## config.mk

```make
export PLATFORM = sky130hd
export DESIGN_NAME = inst_rom_loader
export DESIGN_NICKNAME = d
export VERILOG_FILES = /design/src/rtl/loader_pkg.sv /design/src/rtl/byte_packer.sv /design/src/rtl/inst_rom_loader.sv
export SDC_FILE = /design/constraint.sdc
export NUM_CORES = 1
export LEC_CHECK = 0
export ABC_AREA = 0
export CORE_UTILIZATION = 50
export CTS_CLUSTER_DIAMETER = 30
export DETAILED_ROUTE_END_ITERATION = 10
export PLACE_DENSITY = 0.72
export SYNTH_ARGS = -nofsm -noshare
export SYNTH_HDL_FRONTEND = slang
export SYNTH_HIERARCHICAL = 1
export SYNTH_SLANG_ARGS = --single-unit
```

## constraint.sdc

```tcl
create_clock -name clk -period 5.2 [get_ports clk]
set_input_delay 1.04 -clock clk [delete_from_list [all_inputs] [get_ports clk]]
set_output_delay 1.04 -clock clk [all_outputs]
set_load 0.005 [all_outputs]
```

## src/rtl/loader_pkg.sv

```systemverilog
// Shared types and constants for the boot-time instruction ROM loader.
package loader_pkg;
   typedef enum logic [2:0] {HDR_HI, HDR_LO, DATA, DONE, ERR} state_t;
   localparam int HDR_BYTES  = 2;
   localparam int WORD_BYTES = 4;
endpackage

```

## src/rtl/byte_packer.sv

```systemverilog
// Packs bytes MSB-first into a registered 32-bit word; word_valid pulses one cycle
// after the edge that accepts the fourth byte. fill flags that completing byte.
module byte_packer
   import loader_pkg::*;
(
   input  logic        clk,
   input  logic        rst,
   input  logic        clr,
   input  logic [7:0]  in_byte,
   input  logic        in_valid,
   output logic        fill,
   output logic [31:0] word,
   output logic        word_valid
);
   logic [1:0]  idx;
   logic [23:0] shreg;

   assign fill = in_valid && !clr && (idx == 2'(WORD_BYTES - 1));

   always_ff @(posedge clk or negedge rst) begin
      if (!rst) begin
         idx        <= '0;
         shreg      <= '0;
         word       <= '0;
         word_valid <= 1'b0;
      end else begin
         word_valid <= fill;
         if (clr) begin
            idx   <= '0;
            shreg <= '0;
         end else if (in_valid) begin
            if (fill) begin
               word <= {shreg, in_byte};
               idx  <= '0;
            end else begin
               shreg <= {shreg[15:0], in_byte};
               idx   <= idx + 2'd1;
            end
         end
      end
   end
endmodule

```

## src/rtl/inst_rom_loader.sv

```systemverilog
// Parses a 16-bit word-count header, then writes packed big-endian words to
// consecutive addresses from 0 while holding the CPU in reset until the last write.
module inst_rom_loader
   import loader_pkg::*;
#(
   parameter int ADDR_W = 10
) (
   input  logic              clk,
   input  logic              rst,
   input  logic [7:0]        byte_i,
   input  logic              byte_valid_i,
   output logic              byte_ready_o,
   output logic              rom_we_o,
   output logic [ADDR_W-1:0] rom_addr_o,
   output logic [31:0]       rom_data_o,
   output logic              cpu_rst_o,
   output logic              done_o,
   output logic              err_o
);
   localparam int DEPTH = 2 ** ADDR_W;

   state_t      state, nxt;
   logic [7:0]  cnt_hi;
   logic [15:0] count;
   logic [16:0] wcnt;
   logic [15:0] hdr;
   logic        take;
   logic        fill;
   logic        word_valid;
   logic [31:0] word;

   assign byte_ready_o = (state == HDR_HI) || (state == HDR_LO) || (state == DATA);
   assign take         = byte_valid_i && byte_ready_o;
   assign hdr          = {cnt_hi, byte_i};
   assign cpu_rst_o    = (state != DONE);
   assign done_o       = (state == DONE);
   assign err_o        = (state == ERR);
   assign rom_we_o     = word_valid;
   assign rom_data_o   = word;

   byte_packer u_packer (
      .clk        (clk),
      .rst        (rst),
      .clr        (state != DATA),
      .in_byte    (byte_i),
      .in_valid   (take && (state == DATA)),
      .fill       (fill),
      .word       (word),
      .word_valid (word_valid)
   );

   always_ff @(posedge clk or negedge rst) begin
      if (!rst) state <= HDR_HI;
      else      state <= nxt;
   end

   always_comb begin
      nxt = state;
      case (state)
         HDR_HI: if (take) nxt = HDR_LO;
         HDR_LO: if (take) begin
            if (hdr == 16'd0)                nxt = DONE;
            else if ({1'b0, hdr} > 17'(DEPTH)) nxt = ERR;
            else                             nxt = DATA;
         end
         // Leave DATA as the final write strobe ends, so memory is settled first.
         DATA:   if (word_valid && (wcnt + 17'd1 == {1'b0, count})) nxt = DONE;
         default: nxt = state;
      endcase
   end

   always_ff @(posedge clk or negedge rst) begin
      if (!rst) begin
         cnt_hi     <= '0;
         count      <= '0;
         wcnt       <= '0;
         rom_addr_o <= '0;
      end else begin
         if (take && state == HDR_HI) cnt_hi <= byte_i;
         if (take && state == HDR_LO) count  <= hdr;
         if (fill)       rom_addr_o <= wcnt[ADDR_W-1:0];
         if (word_valid) wcnt       <= wcnt + 17'd1;
      end
   end
endmodule

```

==> results.json, run 1 <==
{
  "async_flop_share_pct": 100,
  "drtPass1Iterations": 4,
  "grt_pass1_wl_um": 18800,
  "count_of_antenna_violating_nets_left_after_detailed_routing": 0,
  "prevailing_post_synth_register_cell": "sky130_fd_sc_hd__dfrtp_1",
  "setup.worst_path.start_class": "input port",
  "finalWorstPathRequiredPeriod_ps": 3270,
  "netlist-cell-type-count": 57,
  "grt_pass1_vias": 3643,
  "synth_top_area_share_pct": 53.1,
  "setup_violations": 0,
  "pwr-share-seq_pct": 43.9,
  "gr-total-overflow": 0,
  "synth_enable_flop_cells": 0,
  "ctsLongestPathBuffers": 2,
  "die_area_um2": 11100,
  "final_cell_mix": "sky130_fd_sc_hd__dfrtp_1, sky130_fd_sc_hd__nand2_1, sky130_fd_sc_hd__clkdlybuf4s50_1, sky130_fd_sc_hd__mux2_2, sky130_fd_sc_hd__a21oi_1",
  "critical_path.slowest_cell": "sky130_fd_sc_hd__nand3b_4",
  "critical_path_most_common_cell": "sky130_fd_sc_hd__inv_1",
  "worstPathCellList": "clkdlybuf4s50_1, inv_1, nor2_1, nand3b_4, inv_1, mux2_2",
  "p_int_uw": 1770,
  "start_util_pct": 51.6,
  "relSlewSlack_pct": 33.1,
  "final_hold_viol_count": 0,
  "power.leakage_uw": 0.00289,
  "design.final.nets": 516,
  "pwr-share-comb_pct": 10.6,
  "core_region_area_um2": 10300,
  "drcViolationCount": 0,
  "power.share.clock_pct": 45.6,
  "clk_pin_slew_worst_paths_ps": 60,
  "antenna_violations_before_repair": 0,
  "dpl-instance-area_um2": 5900,
  "timing.setup.critical_path_class": "input port to flip-flop",
  "ys_warn_count": 6,
  "detail_route.wirelength_um": 10900,
  "cts_post_setup_buffers_inserted": 0,
  "htree_levels": 4,
  "finalWeightedCongestion": 0.823,
  "dieHeight_um": 105,
  "clock_sink_count": 113,
  "maxSlewViolCount": 0,
  "largest_net_degree_at_the_start_of_global_routing": 67,
  "timing.final.crit_share_pct": 62.9,
  "fmax_achieved_mhz": 306,
  "clock_tree_from_tritoncts": "built",
  "grt_setup_unrepaired": "false",
  "power_per_cell_area_nw_per_um2": 368,
  "tightest_slew_ps": 995,
  "drv_cap": 0,
  "synth.net_count": 466,
  "placement_rows": 37,
  "p_switching_uw": 603,
  "vias": 3602,
  "die_w_um": 105,
  "worst_hold_slack_ps": 503,
  "synth-seq-area-share_pct": 53.1,
  "layout_commonest_cell": "sky130_fd_sc_hd__dfrtp_1",
  "synth_area_leader_cell": "sky130_fd_sc_hd__dfrtp_1",
  "fin_setup_tns_ps": 0,
  "crit_path_max_fanout": 33,
  "cp.required_ps": 5590,
  "place.port_buffers": 57,
  "final_design_area_no_fill_um2": 6460,
  "critPathMaxStageDelay_ps": 600,
  "fraction_of_power_spent_switching_nets_pct": 25.3,
  "dr.first_iter.drc_count": 218,
  "critical_path_arrival_ps": 3660,
  "synthesis.instances": 453,
  "dp_hpwl_um": 7190,
  "syn_area_per_cell_um2": 11.8,
  "postSynthRegisterBits": 113,
  "worstHoldPathType": "flip-flop to flip-flop",
  "grt.total_usage_pct": 22.0,
  "cts-root-buf": "sky130_fd_sc_hd__clkbuf_8",
  "antenna_diodes": 0,
  "ioPinCount": 58,
  "synth_area_um2": 5330,
  "endpoint_kind_of_the_worst_setup_timing_path": "flip-flop",
  "cts-resized-gates": 0,
  "status": "complete, no violations",
  "clk-insertion-delay-late_ps": 510,
  "flow.area_growth_from_synthesis_pct": 21.3,
  "wl_per_cell_um": 16.7,
  "post_cts_hold_buffer_count": 0,
  "post_route_cells_drive_above_1_share_pct": 21.0,
  "final.setup_skew_ps": 6.16,
  "ys_top_cells_by_area": "sky130_fd_sc_hd__dfrtp_1, sky130_fd_sc_hd__mux2_4, sky130_fd_sc_hd__mux2_2",
  "power.ir.vdd_worst_mv": 0.243,
  "post_drt_via_cell_ratio": 5.53,
  "cts_made_buffers": 17
}
[routing by layer]
layer | up-vias | share of wire (%) | wire (µm) | track usage (%)
li1 | 1681 | - | - | -
met1 | 1806 | 47 | 5150 | 31.5
met2 | 96 | 47 | 5120 | 32.7
met3 | 19 | 3.8 | 416 | 5.01
met4 | 0 | 1.8 | 199 | 8.55
met5 | - | 0 | 0 | 0
[cells in the mapped netlist, drive strengths merged, types with 2 or more instances]
library cell / number
xor2: 8
mux2: 66
nand3b: 3
xnor2: 25
inv: 7
buf: 17
nand2b: 5
nor4: 6
nor3: 4
nand2: 63
nor2b: 3
clkbuf: 12
ha: 2
or4b: 3
and4: 3
or3: 3
nand4: 10
a21oi: 32
nor2: 19
dfrtp: 113
and3: 6
o21ai: 4
o41ai: 2
nand3: 11
a31oi: 4
[registers in the layout, summed over array words and instances, names as in the netlist]
register,count
wcnt,17
cnt_hi,8
u_packer/shreg,24
state,3
u_packer/idx,2
u_packer/word,32
u_packer/word_valid,1
rom_addr_o,10
count,16
[metrics by stage]
| stage | power [µW] | setup slack [ps] | util (%) | instances |
|---|---|---|---|---|
| finish | 2380 | 1930 | 62.6 | 651 |
| global route | 2480 | 1750 | 62.6 | 651 |
| CTS | 2390 | 1930 | 62.6 | 651 |
| detailed placement | 1300 | 1400 | 57.2 | 620 |
| global placement | 1290 | 1510 | 57.2 | 620 |
| floorplan | 1210 | 2540 | - | 453 |
[power by group through the flow]
stage	logic, µW	clock network [µW]	registers, µW
3_3_place_gp	241	0	1050
2_1_floorplan	190	0	1020
5_1_grt	279	1150	1050
6_report	251	1080	1040
3_5_place_dp	247	0	1060
4_1_cts	250	1100	1040
[critical path, delay by kind of cell]
kind	cells	cell delay [ps]
muxes	1	390
and+or+nand+nor	2	990
buffers and inverters	3	1240
[logic make-up (layout without fill, tap and decap cells)]
group,count (synthesis),count (layout),share of synthesized area [%]
adders and majority gates,2,2,0.470
xor gates and xnor gates,33,33,5.78
buffers and inverters,36,98,3.95
and+or+nand+nor,145,145,14.0
muxes,67,67,16.2
DFF,113,113,53.1
AOI/OAI and AO/OA,57,57,6.58
[path summary, 6_finish.rpt]
kind,start,end,slack [ps],cells after the start
setup reg to reg,state[0],rom_addr_o[1],2200,6
max in group asynchronous,rst,wcnt[15],3420,2
min in group asynchronous,rst,u_packer/word[27],600,1
hold / removal,rom_addr_o[2],rom_addr_o[2],500,1
setup / recovery,byte_valid_i,rom_addr_o[1],1930,6
hold reg to reg,rom_addr_o[2],rom_addr_o[2],500,1
[cell type report]
cell class / instances / area [µm²]
clock buffer: 18 / 418
clock inverter: 13 / 139
fill: 843 / 3860
inverter: 7 / 26.3
multi-input combinational: 304 / 2290
sequential: 113 / 2830
tap: 136 / 170
timing repair buffer: 60 / 591
Note: power is estimated with default switching activity, not from simulation.
==> inputs of run 2 (changes only) <==
Settings changed: PLACE_DENSITY 0.72 to 0.75.
Clock period 5.2 ns to 2.99 ns, I/O delays scaled along.
==> run 2 against run 1 <==
Global-route usage is 0.092 points lower. Worst hold slack worse by 390 ps. Power grew 79%. Critical path depth rose by 2. Combinational power up 77%. Via count rose by 0.64%. Clock power rose by 83%. Cell count is 1.1% higher. Sequential power is 75% higher. Setup slack got worse by 1800 ps. Register-to-register slack got worse by 2100 ps. Critical path type is now flip-flop to flip-flop. Largest cell class unchanged.
==> results.json, run 2 (synthesis gave the netlist of run 1 again) <==
{
  "status": "complete, no violations",
  "reg2reg_slack_ps": 140,
  "critical_path.slowest_cell": "sky130_fd_sc_hd__or4_1",
  "regMostFlops": "u_packer/word",
  "tightest_slew_ps": 653,
  "timing.final.crit_share_pct": 95.3,
  "count_of_antenna_violating_nets_left_after_detailed_routing": 0,
  "core_region_area_um2": 10300,
  "post_route_cells_drive_above_1_share_pct": 22.4,
  "htree_levels": 4,
  "largest_reg_flops": 32,
  "power_per_cell_area_nw_per_um2": 648,
  "grt_pass1_wl_um": 18800,
  "grt.total_usage_pct": 21.9,
  "flow.area_growth_from_synthesis_pct": 23.0,
  "drv_cap": 0,
  "fraction_of_power_spent_switching_nets_pct": 26.6,
  "wl_per_cell_um": 17.1,
  "final_design_area_no_fill_um2": 6560,
  "worstHoldPathType": "input port to asynchronous set/reset pin",
  "drcViolationCount": 0,
  "critical_path_cell_count": 8,
  "worstPathCellList": "ha_1, nand2b_1, a31oi_1, or4b_1, nor4_2, nand4_1, or4_1, a22oi_1",
  "dieHeight_um": 105,
  "setup.worst_path.start_class": "flip-flop",
  "post_cts_hold_buffer_count": 0,
  "antenna_violations_before_repair": 0,
  "endpoint_kind_of_the_worst_setup_timing_path": "flip-flop",
  "clock_tree_from_tritoncts": "built",
  "placement_rows": 37,
  "ctsLongestPathBuffers": 2,
  "relSlewSlack_pct": 56.5,
  "largest_net_degree_at_the_start_of_global_routing": 63,
  "p_int_uw": 3120,
  "layout_commonest_cell": "sky130_fd_sc_hd__dfrtp_1",
  "pwr-share-seq_pct": 42.9,
  "die_area_um2": 11100,
  "grt_setup_unrepaired": "false",
  "pwr-share-comb_pct": 10.4,
  "post-place-cells": 626,
  "finalWorstPathRequiredPeriod_ps": 2850,
  "final_hold_viol_count": 0,
  "post-route-worst-setup-slack_ps": 140,
  "detail_route.wirelength_um": 11200,
  "cts_made_buffers": 17,
  "cts-root-buf": "sky130_fd_sc_hd__clkbuf_8",
  "timing.setup.critical_path_class": "flip-flop to flip-flop",
  "critPathMaxStageDelay_ps": 520,
  "setup_violations": 0,
  "fmax_achieved_mhz": 351,
  "drtPass1Iterations": 4,
  "final.setup_skew_ps": 10.8,
  "start_util_pct": 51.6,
  "dpl-instance-area_um2": 5960,
  "layout_top_registers": "u_packer/word: 32 flops, u_packer/shreg: 24 flops, wcnt: 17 flops",
  "regToRegEndpoint": "state[0]",
  "p_switching_uw": 1130,
  "power.leakage_uw": 0.00295,
  "vias": 3625,
  "power.share.clock_pct": 46.7,
  "clock_sink_count": 113,
  "fin_setup_tns_ps": 0,
  "gr-total-overflow": 0,
  "dp_hpwl_um": 7290,
  "cp.required_ps": 3410,
  "final_cell_mix": "sky130_fd_sc_hd__dfrtp_1, sky130_fd_sc_hd__nand2_1, sky130_fd_sc_hd__clkdlybuf4s50_1, sky130_fd_sc_hd__mux2_2, sky130_fd_sc_hd__a21oi_1",
  "dr.first_iter.drc_count": 178,
  "crit_path_max_fanout": 8,
  "crit_family": "simple AND/OR/NAND/NOR gates",
  "finalWeightedCongestion": 0.817,
  "design.final.nets": 522,
  "layoutNonFillerInstCount": 658,
  "reg2reg_depth": 8,
  "reg2reg_from": "wcnt[0]",
  "maxSlewViolCount": 0,
  "pre_cts_ws_ps": 255,
  "ioPinCount": 58,
  "post_drt_via_cell_ratio": 5.51,
  "power.ir.vdd_worst_mv": 0.401,
  "die_w_um": 105,
  "place.port_buffers": 57,
  "clk_pin_slew_worst_paths_ps": 60,
  "worst-path-buf-inv": 0,
  "worst_hold_slack_ps": 116,
  "clk-insertion-delay-late_ps": 510,
  "grt_pass1_vias": 3580,
  "critical_path_arrival_ps": 3270,
  "antenna_diodes": 0
}
-- run 2: worst max-delay path by stage --
| stage | start | to | slack, ps |
|---|---|---|---|
| after floorplan | wcnt[1] | state[0] | 560 |
| after global placement | byte_valid_i | state[0] | 340 |
| after detailed placement | byte_valid_i | state[0] | 250 |
| after CTS | wcnt[0] | state[0] | 210 |
| after global routing | wcnt[0] | state[0] | 7 |
| final | wcnt[0] | state[0] | 140 |
-- run 2: what timing repair did --
| action | in CTS | in global routing |
|---|---|---|
| gates resized for setup | 0 | 1 |
| setup buffers | 0 | 0 |
| endpoints found under the setup margin | 0 | 1 |
| hold endpoints to repair | 0 | 0 |
-- run 2: worst register-to-register path, stage by stage, from the launching register on --
cell and delay (ps):
sky130_fd_sc_hd__dfrtp_1 480, sky130_fd_sc_hd__ha_1 340, sky130_fd_sc_hd__nand2b_1 140, sky130_fd_sc_hd__a31oi_1 90, sky130_fd_sc_hd__or4b_1 490, sky130_fd_sc_hd__nor4_2 340, sky130_fd_sc_hd__nand4_1 190, sky130_fd_sc_hd__or4_1 520
sky130_fd_sc_hd__a22oi_1 170
-- run 2: cell type report --
type | instances | area [µm²]
multi-input combinational | 304 | 2300
fill | 785 | 3770
sequential | 113 | 2830
tap | 136 | 170
clock buffer | 17 | 414
timing repair buffer | 66 | 648
inverter | 7 | 26.3
clock inverter | 15 | 171
-- run 2: power groups by stage --
| stage | combinational (µW) | clock (µW) | sequential (µW) |
|---|---|---|---|
| final | 444 | 1980 | 1820 |
| after global routing | 494 | 2090 | 1840 |
| after CTS | 442 | 2020 | 1820 |
| after detailed placement | 431 | 0 | 1850 |
| after global placement | 421 | 0 | 1840 |
| after floorplan | 331 | 0 | 1770 |
-- run 2: per-stage QoR --
| stage | total power [µW] | utilization, % |
|---|---|---|
| 3_5_place_dp | 2280 | 57.8 |
| 2_1_floorplan | 2100 | - |
| 5_1_grt | 4420 | 63.5 |
| 6_report | 4250 | 63.5 |
| 3_3_place_gp | 2260 | 57.8 |
| 4_1_cts | 4280 | 63.4 |
-- run 2: routing by layer --
layer  track usage, %  up-vias  part of all wire (%)
met2             34.1      106                    50
li1                 -     1697                     -
met3             5.81        7                   4.1
met1             30.9     1815                    46
met4             5.13        0                  0.61
met5                0        -                     0
==> inputs of run 3 (changes only) <==
Settings changed: DONT_BUFFER_PORTS set to 1, PLACE_DENSITY 0.75 to 0.68.
==> run 3 against run 2 <==
The flow now finishes with violations (negative hold slack). Largest cell class unchanged. Utilization shrank 6.0 points. Power shrank 1.9%. Count of clock-buffer cells in the layout grew 4. Maximum frequency rose by 4.8%. Sequential cell count unchanged. Sequential power about the same. Critical path depth down 1. Register-to-register slack better by 130 ps. Routed wire length fell by 8.1%.
==> results.json, run 3 (synthesis gave the netlist of run 1 again) <==
{
  "status": "complete, but fails checks",
  "failing_checks": "negative hold slack",
  "htree_levels": 4,
  "worst_hold_slack_ps": -220,
  "layout_commonest_cell": "sky130_fd_sc_hd__dfrtp_1",
  "flow.area_growth_from_synthesis_pct": 11.5,
  "endpoint_kind_of_the_worst_setup_timing_path": "flip-flop",
  "clk-insertion-delay-late_ps": 510,
  "clock_sink_count": 113,
  "timing.setup.critical_path_class": "flip-flop to flip-flop",
  "power.leakage_uw": 0.00272,
  "power.ir.vdd_worst_mv": 0.389,
  "cts_post_setup_buffers_inserted": 0,
  "grt_pass1_wl_um": 17400,
  "antenna_violations_before_repair": 0,
  "count_of_antenna_violating_nets_left_after_detailed_routing": 0,
  "fin_setup_tns_ps": 0,
  "cts-root-buf": "sky130_fd_sc_hd__clkbuf_8",
  "crit_family": "simple AND/OR/NAND/NOR gates",
  "crit_path_max_fanout": 8,
  "dieHeight_um": 105,
  "final.setup_skew_ps": 6.13,
  "finalWorstPathRequiredPeriod_ps": 2720,
  "largest_reg_flops": 32,
  "vias": 3346,
  "reg2reg_depth": 7,
  "design_power_total_uw": 4170,
  "final.fill_count": 824,
  "p_switching_uw": 1000,
  "ctsLongestPathBuffers": 2,
  "final_core_utilization_pct": 57.5,
  "tightest_slew_ps": 961,
  "regMostFlops": "u_packer/word",
  "dp_hpwl_um": 7010,
  "clk_pin_slew_worst_paths_ps": 60,
  "p_int_uw": 3160,
  "setup.worst_path.start_class": "flip-flop",
  "grt_setup_unrepaired": "false",
  "die_area_um2": 11100,
  "critical_path_cell_count": 7,
  "setup_violations": 0,
  "design.final.nets": 461,
  "drtPass1Iterations": 4,
  "detail_route.wirelength_um": 10300,
  "pwr-share-comb_pct": 8.8,
  "worst-path-buf-inv": 0,
  "critPathMaxStageDelay_ps": 530,
  "final_cell_mix": "sky130_fd_sc_hd__dfrtp_1, sky130_fd_sc_hd__nand2_1, sky130_fd_sc_hd__mux2_2, sky130_fd_sc_hd__a21oi_1, sky130_fd_sc_hd__mux2_4",
  "grt.total_usage_pct": 20.2,
  "largest_net_degree_at_the_start_of_global_routing": 114,
  "post_drt_via_cell_ratio": 5.60,
  "critical_path_arrival_ps": 3080,
  "drcViolationCount": 0,
  "maxSlewViolCount": 0,
  "clock_tree_from_tritoncts": "built",
  "wl_per_cell_um": 17.3,
  "core_region_area_um2": 10300,
  "relSlewSlack_pct": 35.4,
  "gr-total-overflow": 0,
  "fmax_achieved_mhz": 368,
  "worstPathCellList": "ha_1, xor2_1, or4b_1, nor4_2, nand4_1, o41ai_1, a22oi_1",
  "cp.required_ps": 3350,
  "ioPinCount": 58,
  "grt_pass1_vias": 3421,
  "final_hold_viol_count": 113,
  "critical_path.slowest_cell": "sky130_fd_sc_hd__or4b_1",
  "start_util_pct": 51.6,
  "worstHoldPathType": "input port to asynchronous set/reset pin",
  "place.port_buffers": 0,
  "placement_rows": 37,
  "power_per_cell_area_nw_per_um2": 702,
  "die_w_um": 105,
  "dr.first_iter.drc_count": 223,
  "fraction_of_power_spent_switching_nets_pct": 24.1,
  "drv_cap": 0,
  "layout_top_registers": "u_packer/word: 32 flops, u_packer/shreg: 24 flops, wcnt: 17 flops",
  "power.share.clock_pct": 47.6,
  "timing.final.crit_share_pct": 90.9,
  "antenna_diodes": 0,
  "cts-resized-gates": 0,
  "cts_made_buffers": 17,
  "pwr-share-seq_pct": 43.6,
  "finalWeightedCongestion": 0.881,
  "post_route_cells_drive_above_1_share_pct": 23.4
}
==> run 3: final cells by class <==
| class | count | area [µm²] | area share, % |
|---|---|---|---|
| multi-input combinational | 304 | 2290 | 38.6 |
| sequential | 113 | 2830 | 47.6 |
| clock buffer | 21 | 429 | 7.23 |
| timing repair buffer | 5 | 37.5 | 0.632 |
| tap | 136 | 170 | 2.87 |
| inverter | 7 | 26.3 | 0.442 |
| clock inverter | 11 | 155 | 2.61 |
==> run 3: metrics by stage <==
step                worst slack, ps  hold slack [ps]  std cells  instance area [µm²]
floorplan                       557              302        453                 5330
global placement                367              305        565                 5350
detailed placement              261              305        565                 5350
CTS                             255             -238        597                 5940
global route                   75.0             -249        597                 5940
finish                          271             -220        597                 5940
==> run 3: power groups by stage <==
stage,Combinational (µW),Clock [µW],Sequential [µW]
detailed placement,361,0,1840
global placement,352,0,1840
global route,405,2080,1830
finish,367,1980,1820
floorplan,331,0,1770
CTS,365,2020,1820
==> run 3: worst reg2reg max path, cell delays in order (launching register included) <==
cell                      delay (ps)
sky130_fd_sc_hd__dfrtp_1         470
sky130_fd_sc_hd__ha_1            350
sky130_fd_sc_hd__xor2_1          170
sky130_fd_sc_hd__or4b_1          530
sky130_fd_sc_hd__nor4_2          290
sky130_fd_sc_hd__nand4_1         140
sky130_fd_sc_hd__o41ai_1         470
sky130_fd_sc_hd__a22oi_1         160
==> run 3: routing by layer <==
layer	vias to the layer above	global-route usage (%)	share of wire (%)
met1	1675	27.6	48
li1	1569	-	-
met4	0	8.15	2.0
met2	85	30.4	46
met5	-	0	0
met3	17	5.75	4.1
==> run 3: worst paths after layout <==
check	end	slack, ps	start
worst max-delay path	state[0]	270	wcnt[0]
worst min-delay path	u_packer/word[27]	-220	rst
worst max register to register	state[0]	270	wcnt[0]
worst min register to register	u_packer/word[28]	510	u_packer/shreg[20]
max in group asynchronous	count[5]	3030	rst
min in group clk	u_packer/shreg[5]	220	byte_i[5]
